### config.mk
export PLATFORM = sky130hd
export DESIGN_NAME = vote_session_ctrl
export DESIGN_NICKNAME = d
export VERILOG_FILES = /design/src/rtl/vote_pkg.sv /design/src/rtl/rr_arbiter.sv /design/src/rtl/vote_session_ctrl.sv
export SDC_FILE = /design/constraint.sdc
export NUM_CORES = 1
export LEC_CHECK = 0
export ABC_AREA = 0
export CAP_MARGIN = 20
export CORE_ASPECT_RATIO = 0.8
export CORE_MARGIN = 3
export CORE_UTILIZATION = 52
export DETAILED_ROUTE_END_ITERATION = 10
export GPL_TIMING_DRIVEN = 1
export PLACE_DENSITY = 0.9
export SLEW_MARGIN = 20
export SYNTH_ARGS = -nofsm -noshare
export SYNTH_HDL_FRONTEND = slang
export SYNTH_SLANG_ARGS = --single-unit
### constraint.sdc
create_clock -name clk -period 4.4 [get_ports clk]
set_clock_uncertainty 0.1 [all_clocks]
set_input_delay 0.88 -clock clk [delete_from_list [all_inputs] [get_ports clk]]
set_output_delay 0.88 -clock clk [all_outputs]
set_load 0.01 [all_outputs]
### src/rtl/vote_pkg.sv
// vote_pkg: shared encodings for the vote session controller.
// State codes, candidate codes, default tally width, one-hot helper.
package vote_pkg;

  localparam logic [1:0] ST_IDLE   = 2'd0;
  localparam logic [1:0] ST_OPEN   = 2'd1;
  localparam logic [1:0] ST_DRAIN  = 2'd2;
  localparam logic [1:0] ST_RESULT = 2'd3;

  localparam logic [1:0] CAND_A = 2'd0;
  localparam logic [1:0] CAND_B = 2'd1;
  localparam logic [1:0] CAND_C = 2'd2;
  localparam logic [1:0] CAND_D = 2'd3;

  localparam int VOTE_CNT_W = 21;

  function automatic logic [3:0] cand_onehot(input logic [1:0] c);
    logic [3:0] oh;
    oh = 4'b0000;
    unique case (c)
      CAND_A: oh = 4'b0001;
      CAND_B: oh = 4'b0010;
      CAND_C: oh = 4'b0100;
      CAND_D: oh = 4'b1000;
    endcase
    return oh;
  endfunction

endpackage

### src/rtl/rr_arbiter.sv
// rr_arbiter: N-wide round-robin pick, first requester at/after ptr.
// Ports: req, ptr in; one-hot gnt and its index idx out.
module rr_arbiter #(
  parameter int N  = 4,
  parameter int PW = $clog2(N)
) (
  input  logic [N-1:0]  req,
  input  logic [PW-1:0] ptr,
  output logic [N-1:0]  gnt,
  output logic [PW-1:0] idx
);

  logic [PW-1:0] cand;

  // Scan offsets from farthest to nearest so the nearest
  // requester (lowest offset from ptr) overwrites the rest.
  always_comb begin
    gnt  = '0;
    idx  = '0;
    cand = '0;
    for (int k = N - 1; k >= 0; k--) begin
      cand = PW'((int'(ptr) + k) % N);
      if (req[cand]) begin
        gnt       = '0;
        gnt[cand] = 1'b1;
        idx       = cand;
      end
    end
  end

endmodule

### src/rtl/vote_session_ctrl.sv
// vote_session_ctrl: session FSM + booth arbiter for the 4-way tally.
// Ports: clk/rst (sync, high); open_req/close_req session control;
//   booth_req/booth_choice in, booth_gnt out; inc/counter_rst to the
//   counters; winner_in from comparator, winner_q latched; total,
//   state_q, session_done status. With VOTE_TIMEOUT_EN defined an
//   OPEN-cycle timer adds the timed_out output.
module vote_session_ctrl
  import vote_pkg::*;
#(
  parameter int NUM_BOOTHS  = 4,
  parameter int CNT_W       = VOTE_CNT_W,
  parameter int MAX_VOTES   = 1000,
  parameter int TIMEOUT_CYC = 100000
) (
  input  logic                    clk,
  input  logic                    rst,
  input  logic                    open_req,
  input  logic                    close_req,
  input  logic [NUM_BOOTHS-1:0]   booth_req,
  input  logic [2*NUM_BOOTHS-1:0] booth_choice,
  output logic [NUM_BOOTHS-1:0]   booth_gnt,
  output logic [3:0]              inc,
  output logic                    counter_rst,
  input  logic [1:0]              winner_in,
  output logic [1:0]              winner_q,
  output logic [CNT_W-1:0]        total,
  output logic [1:0]              state_q,
  output logic                    session_done
`ifdef VOTE_TIMEOUT_EN
  ,
  output logic                    timed_out
`endif
);

  localparam int PW = $clog2(NUM_BOOTHS);
  localparam logic [CNT_W-1:0] MAXV = CNT_W'(MAX_VOTES);

  logic [PW-1:0]         rr_ptr;
  logic [PW-1:0]         arb_idx;
  logic [PW-1:0]         ptr_nxt;
  logic [NUM_BOOTHS-1:0] arb_gnt;
  logic [CNT_W-1:0]      total_nxt;
  logic [1:0]            choice;
  logic                  grant_en;
  logic                  accept;
  logic                  at_limit;
  logic                  timeout_hit;
  logic                  close_now;
  logic                  drain_last;

  rr_arbiter #(
    .N  (NUM_BOOTHS),
    .PW (PW)
  ) u_arb (
    .req (booth_req),
    .ptr (rr_ptr),
    .gnt (arb_gnt),
    .idx (arb_idx)
  );

  // No grants while the counters are being cleared or once full.
  assign grant_en  = (state_q == ST_OPEN) && !counter_rst
                     && (total < MAXV);
  assign booth_gnt = grant_en ? arb_gnt : '0;
  assign accept    = |(booth_req & booth_gnt);
  assign choice    = booth_choice[{arb_idx, 1'b0} +: 2];
  assign total_nxt = total + CNT_W'(1);
  assign ptr_nxt   = (arb_idx == PW'(NUM_BOOTHS - 1))
                     ? '0 : arb_idx + 1'b1;
  assign at_limit  = accept && (total_nxt == MAXV);
  assign close_now = close_req || at_limit || timeout_hit;

  assign session_done = (state_q == ST_RESULT);

  always_ff @(posedge clk) begin
    if (rst) begin
      state_q     <= ST_IDLE;
      inc         <= '0;
      counter_rst <= 1'b1;
      total       <= '0;
      winner_q    <= '0;
      rr_ptr      <= '0;
      drain_last  <= 1'b0;
    end else begin
      inc         <= '0;
      counter_rst <= 1'b0;
      unique case (state_q)
        ST_IDLE, ST_RESULT: begin
          if (open_req) begin
            state_q     <= ST_OPEN;
            total       <= '0;
            counter_rst <= 1'b1;
          end
        end
        ST_OPEN: begin
          if (accept) begin
            inc    <= cand_onehot(choice);
            total  <= total_nxt;
            rr_ptr <= ptr_nxt;
          end
          if (close_now) begin
            state_q    <= ST_DRAIN;
            drain_last <= 1'b0;
          end
        end
        ST_DRAIN: begin
          // Two cycles: the last inc lands, then the comparator settles.
          if (drain_last) begin
            state_q  <= ST_RESULT;
            winner_q <= winner_in;
          end else begin
            drain_last <= 1'b1;
          end
        end
      endcase
    end
  end

`ifdef VOTE_TIMEOUT_EN
  localparam int TW = $clog2(TIMEOUT_CYC + 1);

  logic [TW-1:0] timer;
  logic          opening;

  assign opening     = ((state_q == ST_IDLE) || (state_q == ST_RESULT))
                       && open_req;
  assign timeout_hit = (state_q == ST_OPEN)
                       && (timer == TW'(TIMEOUT_CYC - 1));

  // Timer idles at zero outside OPEN so it starts from 0 on entry.
  always_ff @(posedge clk) begin
    if (rst) begin
      timer     <= '0;
      timed_out <= 1'b0;
    end else if (state_q == ST_OPEN) begin
      timer <= timer + 1'b1;
      if (timeout_hit) begin
        timed_out <= 1'b1;
      end
    end else begin
      timer <= '0;
      if (opening) begin
        timed_out <= 1'b0;
      end
    end
  end
`else
  // Timer not built; keep the limit parameter referenced.
  logic unused_timeout;
  assign unused_timeout = ^TIMEOUT_CYC;
  assign timeout_hit    = 1'b0;
`endif

endmodule
==> results of run 1 <==
==> logic make-up after synthesis <==
group / after synthesis
adders and majority gates: 13
muxes: 18
buffers and inverters: 34
DFF: 33
AOI/OAI and AO/OA: 77
and+or+nand+nor: 131
xor gates and xnor gates: 5
==> worst reg2reg max path: stages, from the launching register on <==
cell and delay [ns]:
dfxtp_1 0.33, inv_1 0.14, ha_1 0.46, mux2i_1 0.50
mux2i_1 0.23, a21o_1 0.25, o311ai_2 0.36, nand4_2 0.22
o21a_2 0.40, nor2_2 0.29, and2_1 0.18
==> state kept, by name (all words and copies together), names as in the netlist <==
name	cells
winner_q	2
inc	4
drain_last	1
state_q	2
total	21
counter_rst	1
rr_ptr	2
==> through the flow <==
step	utilization, %	instances
final	70.3	428
after global routing	70.3	428
after CTS	70.3	428
after detailed placement	68.1	421
after global placement	68.1	421
after floorplan	-	311
==> worst paths after layout <==
check	slack (ns)	depth (start not counted)	to
worst max-delay path	0.17	7	booth_gnt[3]
worst min register to register	0.37	2	winner_q[0]$_SDFFE_PP0P_
worst min-delay path	0.37	2	winner_q[0]$_SDFFE_PP0P_
worst max register to register	0.88	10	total[10]$_SDFFE_PP0P_
==> cells in the final DEF, fill, tap and decap left out, types with 3 or more instances in the layout <==
cell type / Yosys / layout
a211o_1: 3 / 3
a211oi_2: 3 / 3
a21oi_1: 15 / 15
a221oi_1: 3 / 3
a311oi_2: 5 / 5
a31oi_1: 3 / 3
and2_1: 11 / 11
and3_1: 4 / 4
buf_4: 2 / 13
clkbuf_8: 0 / 5
clkdlybuf4s50_1: 0 / 52
dfxtp_1: 33 / 33
ha_1: 13 / 13
inv_1: 19 / 19
mux2_2: 5 / 5
mux2i_1: 9 / 9
nand2_1: 29 / 29
nand2b_1: 8 / 8
nand3_1: 10 / 10
nand4_1: 4 / 4
nor2_1: 22 / 22
nor2b_1: 4 / 4
nor3_1: 15 / 15
nor4_1: 7 / 7
o2111ai_1: 4 / 4
o21ai_0: 6 / 6
o22ai_1: 6 / 6
or3_1: 4 / 4
xnor2_1: 4 / 4
==> routing by layer <==
metal,wire length [um],GRT usage (%)
met1,3200,33.1
met2,3060,34.5
met3,411,5.23
met4,112,8.44
met5,0,0
==> power breakdown <==
group | switching [uW] | internal [uW]
Sequential | 22.5 | 321
Combinational | 354 | 263
Clock | 119 | 165
Total | 496 | 748
==> final cells by class <==
type / count / area, um^2
multi-input cells: 244 / 1780
fillers: 374 / 1400
flip-flops and latches: 33 / 661
repair buffers: 65 / 618
well taps: 60 / 75.1
inverters: 19 / 71.3
clock buffers: 5 / 68.8
clock inverters: 2 / 35.0
==> impl_results.md, run 1 <==
* Worst VDD drop at around 0.28 mV
* Vias in the first global route at 2,452
* Vias per cell at ~6
* Number of diodes at 0
* Min-delay src: winner_q[0]$_SDFFE_PP0P_
* Max-slew violation count at 0
* Largest net degree at the start of global routing at 28
* WL/cell at 15.9 um
* Crit Path Max Fanout at 9
* Max Cap Viol at 0
* First DRT Iteration DRCs at 181
* Initial antenna violation count at 0
* F_max at about 240 MHz
* CTS Buf Count at 5
* Clock tree buffer depth at 2
* Outcome: completed
* Synth Area in XOR/XNOR at 1.68%
* Worst Hold Class: flip-flop to flip-flop
* ANT nets after route at 0
* Arrival @ worst endpoint at 3.25 ns
* Post-synth top flop: dfxtp_1
* PortBufs at 52
* Setup WS post-layout at 0.173 ns
* Worst-margin pin slew at 0.735 ns
* Design area at 3310 um^2
* Gates resized, CTS repair at 0
* Number of synthesized register bits at 33
* Root Driver: clkbuf_8
* Fin crit share at 96.1%
* Clk pin slew, worst setup/hold paths at 0.07 ns
* Post-Syn Nets at between 300 and 400
* Post-synthesis area per instance at around 8.4 um^2
* PwrDens at 376 nW/um^2
* Cell taking the most area after synthesis: dfxtp_1
* Critical path launch point type: primary input
* Share of the yosys chip area belonging to registers at 25.4%
* RSZ-0062 raised after global routing: false
* Total Wirelength at 6.79 mm
* Mapped cell area at 2600 um^2
* DRT Pass-1 Iters at 4
* Initial Util at 55.2%
* Core area at roughly 4700 um^2
* DRC Markers at 0
* Ys Warns at 0
* Final nets at 399
* R2R Path Start: rr_ptr[0]$_SDFFE_PP0P_
* Cell Chain, Critical Path: clkdlybuf4s50_1, buf_4, mux4_2, nor2b_1, nor3_1, o31a_1, clkdlybuf4s50_1
* CP max-delay cell: mux4_2
* Die footprint at 5890 um^2
* GPL Wtd Cong at 0.917
* Gr usage total at 23.3%
* Pleak at 0.00116 uW
* Worst hold slack at 0.369 ns
* Crit path time final at ~4.2 ns
* CTS tree: built
* Main combinational cell family by area after synthesis: simple AND/OR/NAND/NOR gates
* Largest delay share family, worst path: buffers and inverters
* CTS Hold Bufs at 0
* Clock Latency Late Sink at 0.30 ns
* Syn Inst Count at 311
* CP required at between 3 and 4 ns
* Slew margin rel. at 50.9%
* Die outline width at 85.1 um
* CP Capture Type: output port
* Critical path class: primary input to output port
* Area after DPL at roughly 3200 um^2
* Final Hold Fails at 0
* Synth top area cells: dfxtp_1, ha_1, nand2_1, mux2i_1, nor2_1
* Area Growth Syn to Fin at 27.2%
* Synth unique cells at 65
* Crit-path max cell delay at 0.57 ns
* Post-Synth Simple-Gate Area at 26.3%
* Most used cell along the critical path: clkdlybuf4s50_1
* Yosys top cell area share at 25.4%
* Postcts setup bufs at 0
* Most common cell in the netlist: dfxtp_1
* Clock Sinks at 33
* I/O pin cnt at 53
* Height of the die at between 60 and 70 um
* H-tree depth at 2
* Multiplexer area fraction after synthesis at 8.95%
* HPWL Detailed at around 5 mm
* Critical path startpoint: booth_req[1]
* Share of cells above drive strength 1 at a little over an eighth
* Commonest cells in the netlist: dfxtp_1, nand2_1, nor2_1, inv_1
* Total power at approximately 1200 uW
* Post-synthesis compound-gate area fraction at about a quarter
* Row cnt at 22
* Worst path buffer plus inverter count at 3
* Fin Setup TNS at 0 ns
* Setup violators final at 0
* Number of synthesized flops with an enable pin at 0
* Asr flop ratio synth at 0%
* Adder and majority gate portion of the synthesized area at 6.26%
* Global route overflow at 0
* Pre-CTS setup slack at 0.208 ns
* Vias at 2,583
* First-pass GRT wire length at 11.4 mm
No activity file was read; power rests on OpenSTA's default activity.
==> inputs of run 2 (changes only) <==
--- a/config.mk
+++ b/config.mk
@@ -9,11 +9,13 @@
 export CAP_MARGIN = 20
 export CORE_ASPECT_RATIO = 0.8
 export CORE_MARGIN = 3
-export CORE_UTILIZATION = 52
+export CORE_UTILIZATION = 49
+export CTS_CLUSTER_DIAMETER = 40
 export DETAILED_ROUTE_END_ITERATION = 10
 export GPL_TIMING_DRIVEN = 1
-export PLACE_DENSITY = 0.9
+export PLACE_DENSITY = 0.89
 export SLEW_MARGIN = 20
 export SYNTH_ARGS = -nofsm -noshare
 export SYNTH_HDL_FRONTEND = slang
+export SYNTH_HIERARCHICAL = 1
 export SYNTH_SLANG_ARGS = --single-unit
==> run 2 against run 1 <==
Effect of this change: hold slack lost 0.0068 ns; die area fell by 13%; non-clock buffer count down 1; critical path depth is the same; highest routed layer unchanged; power fell by 24%; flip-flop and latch count unchanged; register-to-register slack barely moved; synthesized cell count decreased by 24%; largest cell class unchanged; via count fell by 20%; critical path type unchanged; global-route usage is 1.2 points lower; design area decreased by 15%.
==> impl_results.md, run 2 <==
* Clk pin slew, worst setup/hold paths at 0.07 ns (about the same)
* Die outline width at 79.2 um (-6.9%)
* Number of synthesized flops with an enable pin at 0 (unchanged)
* Main combinational cell family by area after synthesis: simple AND/OR/NAND/NOR gates
* Clock Latency Late Sink at 0.29 ns (about the same)
* R2R Setup Slk at 0.87 ns (about the same)
* Max-slew violation count at 0 (unchanged)
* CP max-delay cell: clkdlybuf4s50_1
* Slew margin rel. at 42.1% (-8.7 points)
* Area Growth Syn to Fin at 34.1%
* Number of synthesized register bits at 33 (unchanged)
* Multiplexer area fraction after synthesis at 9.42% (+0.47 points)
* Critical path launch point type: primary input
* Worst VDD drop at 0.272 mV (-1.2%)
* F_max at 234 MHz (-1.3%)
* Crit path time final at 4.28 ns (+0.0539 ns)
* Post-synthesis area per instance at 8.93 um^2 (+6.8%)
* Height of the die at 64.5 um (-6.8%)
* PortBufs at 52 (unchanged)
* Finished Core Util at 71.2% (+0.89 points)
* Finished Layout Cells at 353 (-18%)
* Crit-path max cell delay at 0.53 ns (-0.04 ns)
* Share of cells above drive strength 1 at 11.4% (-1.6 points)
* Vias per cell at 5.87 (-2.7%)
* Final nets at 329 (-18%)
* Critical R2R Capture: total[9]$_SDFFE_PP0P_
* Number of diodes at 0 (unchanged)
* Post-Synth Simple-Gate Area at 29.2% (+2.9 points)
* Arrival @ worst endpoint at 3.30 ns (+0.05 ns)
* Commonest non-fill, non-tap cell in the layout: clkdlybuf4s50_1
* Gr usage total at 22.1% (-1.2 points)
* Final Hold Fails at 0 (unchanged)
* CTS Buf Count at 5 (unchanged)
* Die footprint at 5110 um^2 (-13%)
* Critical path class: primary input to output port
* Largest register FFs at 21 (unchanged)
* Core area at 3950 um^2 (-16%)
* Share of the yosys chip area belonging to registers at 31.5% (+6.1 points)
* Root Driver: clkbuf_8
* Cell taking the most area after synthesis: dfxtp_1
* Worst Hold Class: flip-flop to flip-flop
* Synth unique cells at 56 (-14%)
* Worst-margin pin slew at 0.865 ns (+0.130 ns)
* GPL Wtd Cong at 0.961 (+4.8%)
* Global route overflow at 0 (unchanged)
* DRC Markers at 0 (unchanged)
* Fin crit share at 97.3% (+1.2 points)
* WL/cell at 15.3 um (-3.7%)
* ANT nets after route at 0 (unchanged)
* Biggest register: total
* Crit Path Max Fanout at 2 (-7)
* Total power at 946 uW (-24%)
* Vias at 2,072 (-20%)
* Worst hold slack at 0.362 ns (-0.00682 ns)
* Vias in the first global route at 1,922 (-22%)
* Yosys top cell area share at 31.5% (+6.1 points)
* R2R depth at 14 (+4)
* H-tree depth at 2 (unchanged)
* Commonest cells in the netlist: dfxtp_1, a21oi_1, and2_1, nand2_1, nor2_1
* CTS tree: built
* Initial antenna violation count at 0 (unchanged)
* Synth Area in XOR/XNOR at 0.417% (-1.3 points)
* Total Wirelength at 5.39 mm (-21%)
* Ys Warns at 6 (+6)
* Asr flop ratio synth at 0% (unchanged)
* CP required at 3.42 ns (about the same)
* Critical path startpoint: booth_req[0]
* Clock Sinks at 33 (unchanged)
* Most frequent cells in the layout: clkdlybuf4s50_1, dfxtp_1, a21oi_1
* First-pass GRT wire length at 8.97 mm (-21%)
* Post-Syn Nets at 267 (-22%)
* Pleak at 0.00110 uW (-5.2%)
* R2R Path Start: rr_ptr[1]$_SDFFE_PP0P_
* Adder and majority gate portion of the synthesized area at 8.35% (+2.1 points)
* RSZ-0062 raised after global routing: false
* Synth top area cells: dfxtp_1, ha_1, and2_1, a21oi_1, mux2i_1
* Gates resized, CTS repair at 0 (unchanged)
* Clock tree buffer depth at 2 (unchanged)
* Syn Inst Count at 235 (-24%)
* First DRT Iteration DRCs at 189 (+4.4%)
* Postcts setup bufs at 0 (unchanged)
* Biggest regs: total: 21 flops, inc: 4 flops
* HPWL Detailed at 3.98 mm (-19%)
* Post-synth top flop: dfxtp_1
* Hold Path Depth at 2 (unchanged)
* Cell Chain, Critical Path: clkdlybuf4s50_1, mux4_2, or4_1, a21o_1, o211ai_1, and2_1, clkdlybuf4s50_1
* Setup violators final at 0 (unchanged)
* Largest net degree at the start of global routing at 25 (-11%)
* Mapped cell area at 2100 um^2 (-19%)
* CP endpoint: booth_gnt[2]
* Max Cap Viol at 0 (unchanged)
* DRT Pass-1 Iters at 4 (unchanged)
* Outcome: completed
* Fin Setup TNS at 0 ns (unchanged)
* Row cnt at 20 (-9.1%)
* PwrDens at 336 nW/um^2 (-11%)
* CP Capture Type: output port
* Cells after DPL at 345 (-18%)
* CTS Hold Bufs at 0 (unchanged)
* Most common cell in the netlist: dfxtp_1
* Post-synthesis compound-gate area fraction at 17.5% (-7.7 points)
* Initial Util at 53.1% (-2.2 points)
* Most used cell along the critical path: clkdlybuf4s50_1
* I/O pin cnt at 53 (unchanged)
run 2: changes by cell type after synthesis, sizes merged, moves of 5 or more:
cell,previous run,this run
o22ai,6,1
a21o,2,9
and2,11,16
inv,19,7
buf,13,5
a311oi,6,0
nand4,5,11
nand2,29,15
nor2,23,15
nor3,16,7
nand2b,8,3
run 2: worst min path at each step:
stage,to,slack [ns],startpoint
finish,winner_q[0]$_SDFFE_PP0P_,0.36,winner_q[0]$_SDFFE_PP0P_
CTS,winner_q[0]$_SDFFE_PP0P_,0.36,winner_q[0]$_SDFFE_PP0P_
global route,winner_q[0]$_SDFFE_PP0P_,0.40,winner_q[0]$_SDFFE_PP0P_
detailed placement,winner_q[0]$_SDFFE_PP0P_,0.35,winner_q[0]$_SDFFE_PP0P_
global placement,winner_q[0]$_SDFFE_PP0P_,0.35,winner_q[0]$_SDFFE_PP0P_
floorplan,winner_q[0]$_SDFFE_PP0P_,0.38,winner_q[0]$_SDFFE_PP0P_
run 2: layout make-up:
class / count / area, um^2
clock buffers: 5 / 68.8
flip-flops and latches: 33 / 661
inverters: 7 / 26.3
repair buffers: 64 / 611
clock inverters: 3 / 17.5
multi-input cells: 186 / 1360
well taps: 55 / 68.8
fillers: 317 / 1140
run 2: logic make-up (layout without fill, tap and decap cells):
group | count (synthesis) | in the layout
and+or+nand+nor | 101 | 101
AOI/OAI and AO/OA | 56 | 56
DFF | 33 | 33
buffers and inverters | 16 | 79
adders and majority gates | 14 | 14
muxes | 14 | 14
xor gates and xnor gates | 1 | 1
run 2: worst max-delay path: cells and delay by family:
| kind | cells | cell delay, ns |
|---|---|---|
| muxes | 1 | 0.50 |
| buffers and inverters | 2 | 0.98 |
| and+or+nand+nor | 2 | 0.67 |
| AOI/OAI and AO/OA | 2 | 0.26 |
run 2: power by group:
group	leakage (uW)	switching, uW	total, uW	internal [uW]
sequential	0.000267	17.8	332	315
combinational	0.000791	213	389	177
clock	0.0000439	115	224	109
run 2: layer usage:
metal / vias up / track usage, % / routed length (um)
li1: 1001 / - / -
met1: 980 / 29.3 / 2510
met2: 83 / 34.0 / 2400
met3: 8 / 5.28 / 381
met4: 0 / 9.87 / 99
met5: - / 0 / 0
run 2: through the flow:
stage          instance area [um^2]  setup WS (ns)
2_1_floorplan                  2100           1.01
3_5_place_dp                   2730          0.151
3_3_place_gp                   2730          0.205
4_1_cts                        2810          0.131
6_report                       2810          0.119
5_1_grt                        2810         0.0217
==> inputs of run 3 (changes only) <==
--- a/config.mk
+++ b/config.mk
@@ -12,6 +12,7 @@
 export CORE_UTILIZATION = 49
 export CTS_CLUSTER_DIAMETER = 40
 export DETAILED_ROUTE_END_ITERATION = 10
+export GPL_ROUTABILITY_DRIVEN = 0
 export GPL_TIMING_DRIVEN = 1
 export PLACE_DENSITY = 0.89
 export SLEW_MARGIN = 20
==> run 3 against run 2 <==
Effect of this change: die area unchanged; critical endpoint unchanged; count of clock-buffer cells in the layout is 2 higher; register-to-register slack better by 0.08 ns; power up 6.7%; sequential power barely moved; first-iteration DRC count grew 26%; largest power group unchanged; clock power grew 31%; critical path type unchanged; critical path depth stayed put; non-clock buffer count unchanged; routed wire length decreased by 0.69%; maximum frequency up 0.81%.
==> impl_results.md, run 3 (same netlist as run 2, synthesis figures left out) <==
* CTS Buf Count at 5 (unchanged)
* Clock Sinks at 33 (unchanged)
* Gates resized, CTS repair at 0 (unchanged)
* Die footprint at 5110 um^2 (unchanged)
* Largest net degree at the start of global routing at 25 (unchanged)
* CP Capture Type: output port
* Crit Path Max Fanout at 2 (unchanged)
* Fin Setup TNS at 0 ns (unchanged)
* Final Hold Fails at 0 (unchanged)
* Design area at 2840 um^2 (+1.1%)
* Die outline width at 79.2 um (unchanged)
* Largest register FFs at 21 (unchanged)
* Total Wirelength at 5.35 mm (-0.69%)
* Crit-path max cell delay at 0.53 ns (about the same)
* Core area at 3950 um^2 (unchanged)
* Pre-CTS setup slack at 0.165 ns (+0.0136 ns)
* CP endpoint: booth_gnt[2]
* Switching share of total power at 33.1% (-3.5 points)
* Final nets at 329 (unchanged)
* Largest delay share family, worst path: buffers and inverters
* Min-delay src: winner_q[1]$_SDFFE_PP0P_
* H-tree depth at 2 (unchanged)
* Biggest register: total
* Fin crit share at 96.5% (-0.78 points)
* Critical path launch point type: primary input
* Worst VDD drop at 0.218 mV (-20%)
* R2R Path Start: rr_ptr[1]$_SDFFE_PP0P_
* Finished Layout Cells at 353 (unchanged)
* Clk network pwr share at 29.1% (+5.4 points)
* Cell internal pwr at 676 uW (+13%)
* Slew margin rel. at 42.6% (+0.41 points)
* R2R depth at 14 (unchanged)
* CP required at 3.42 ns (about the same)
* Most frequent cells in the layout: clkdlybuf4s50_1, dfxtp_1, a21oi_1
* F_max at 235 MHz (+0.81%)
* Worst hold slack at 0.367 ns (+0.00481 ns)
* I/O pin cnt at 53 (unchanged)
* Max Cap Viol at 0 (unchanged)
* Area after DPL at 2730 um^2 (unchanged)
* First DRT Iteration DRCs at 238 (+26%)
* First-pass GRT wire length at 8.78 mm (-2.1%)
* Biggest regs: total: 21 flops, inc: 4 flops
* Worst Hold Class: flip-flop to flip-flop
* Outcome: completed
* Gr usage total at 21.6% (-0.49 points)
* Pleak at 0.00112 uW (+1.3%)
* FILL cells at 304 (-4.1%)
* ANT nets after route at 0 (unchanged)
* Postcts setup bufs at 0 (unchanged)
* DRT Pass-1 Iters at 7 (+3)
* Share of cells above drive strength 1 at 11.1% (-0.34 points)
* WL/cell at 15.2 um (-0.69%)
* Worst path buffer plus inverter count at 2 (unchanged)
* Arrival @ worst endpoint at 3.27 ns (-0.03 ns)
* Global route overflow at 0 (unchanged)
* R2R Setup Slk at 0.95 ns (+0.08 ns)
* Worst-margin pin slew at 0.859 ns (-0.00610 ns)
* Setup violators final at 0 (unchanged)
* Sequential Power Share at 32.9% (-2.2 points)
* Setup WS post-layout at 0.153 ns (+0.0343 ns)
* Crit path time final at 4.25 ns (-0.0343 ns)
* PwrDens at 355 nW/um^2 (+5.6%)
* Cell Chain, Critical Path: clkdlybuf4s50_1, mux4_2, or4_1, a21o_1, o211ai_1, and2_1, clkdlybuf4s50_1
* Height of the die at 64.5 um (unchanged)
* Max-slew violation count at 0 (unchanged)
* Vias per cell at 5.92 (+0.87%)
* Critical R2R Capture: total[9]$_SDFFE_PP0P_
* Row cnt at 20 (unchanged)
* Number of diodes at 0 (unchanged)
* Critical path class: primary input to output port
* Initial Util at 53.1% (unchanged)
* Area Growth Syn to Fin at 35.5%
* Vias at 2,090 (+0.87%)
* Worst path depth at 7 (unchanged)
* Clk pin slew, worst setup/hold paths at 0.07 ns (about the same)
* CTS tree: built
* CTS Hold Bufs at 0 (unchanged)
* Vias in the first global route at 1,933 (+0.57%)
* Initial antenna violation count at 0 (unchanged)
* Root Driver: clkbuf_8
* RSZ-0062 raised after global routing: false
* Critical path startpoint: booth_req[2]
* Commonest non-fill, non-tap cell in the layout: clkdlybuf4s50_1
* PortBufs at 52 (unchanged)
* Logic gate share of total power at 37.9% (-3.2 points)
* Cells after DPL at 345 (unchanged)
* DRC Markers at 0 (unchanged)
* Most used cell along the critical path: clkdlybuf4s50_1
* Net Sw Power at 334 uW (-3.4%)
* Clock Latency Late Sink at 0.29 ns (about the same)
* CP max-delay cell: clkdlybuf4s50_1
* Clock tree buffer depth at 2 (unchanged)
* HPWL Detailed at 3.92 mm (-1.4%)
==> run 3: stage by stage <==
stage / utilization [%] / total power [uW]
after global routing: 71.9 / 1070
after CTS: 71.9 / 1010
final: 71.9 / 1010
after global placement: 69.0 / 705
after floorplan: - / 594
after detailed placement: 69.0 / 717
==> run 3: how the worst min path moves through the flow <==
| stage | endpoint | slack, ns | cells after the start |
|---|---|---|---|
| 2_1_floorplan | winner_q[0]$_SDFFE_PP0P_ | 0.38 | 2 |
| 3_3_place_gp | winner_q[0]$_SDFFE_PP0P_ | 0.35 | 2 |
| 3_5_place_dp | winner_q[1]$_SDFFE_PP0P_ | 0.36 | 2 |
| 4_1_cts | winner_q[1]$_SDFFE_PP0P_ | 0.37 | 2 |
| 5_1_grt | winner_q[1]$_SDFFE_PP0P_ | 0.40 | 2 |
| 6_report | winner_q[1]$_SDFFE_PP0P_ | 0.37 | 2 |
==> run 3: per-layer routing <==
layer / wire (um) / part of all wire (%) / GRT usage, % / vias to the layer above
li1: - / - / - / 1007
met1: 2330 / 43 / 28.0 / 961
met2: 2380 / 44 / 33.2 / 110
met3: 523 / 9.8 / 7.08 / 12
met4: 119 / 2.2 / 8.58 / 0
met5: 0 / 0 / 0 / -
==> run 3: final cells by class <==
class	count	area [um^2]	area share, %
multi-input cells	186	1360	47.9
flip-flops and latches	33	661	23.2
repair buffers	64	611	21.5
clock buffers	7	86.3	3.04
well taps	55	68.8	2.42
clock inverters	1	30.0	1.06
inverters	7	26.3	0.924
==> run 3: power by group through the flow <==
| stage | clock (uW) | sequential, uW | combinational (uW) |
|---|---|---|---|
| after global placement | 0 | 338 | 367 |
| final | 294 | 333 | 383 |
| after detailed placement | 0 | 339 | 378 |
| after global routing | 313 | 336 | 421 |
| after CTS | 296 | 333 | 381 |
| after floorplan | 0 | 343 | 251 |
==> run 3: worst reg2reg max path, stage by stage, from the launching register on <==
cell	delay [ns]
dfxtp_1	0.34
inv_1	0.14
ha_1	0.46
mux4_2	0.27
buf_4	0.15
and2b_2	0.24
a22oi_1	0.14
a31oi_1	0.12
a22o_1	0.22
a221oi_1	0.42
nor3_4	0.10
o21a_1	0.21
buf_4	0.17
a31oi_1	0.16
nor3_1	0.07
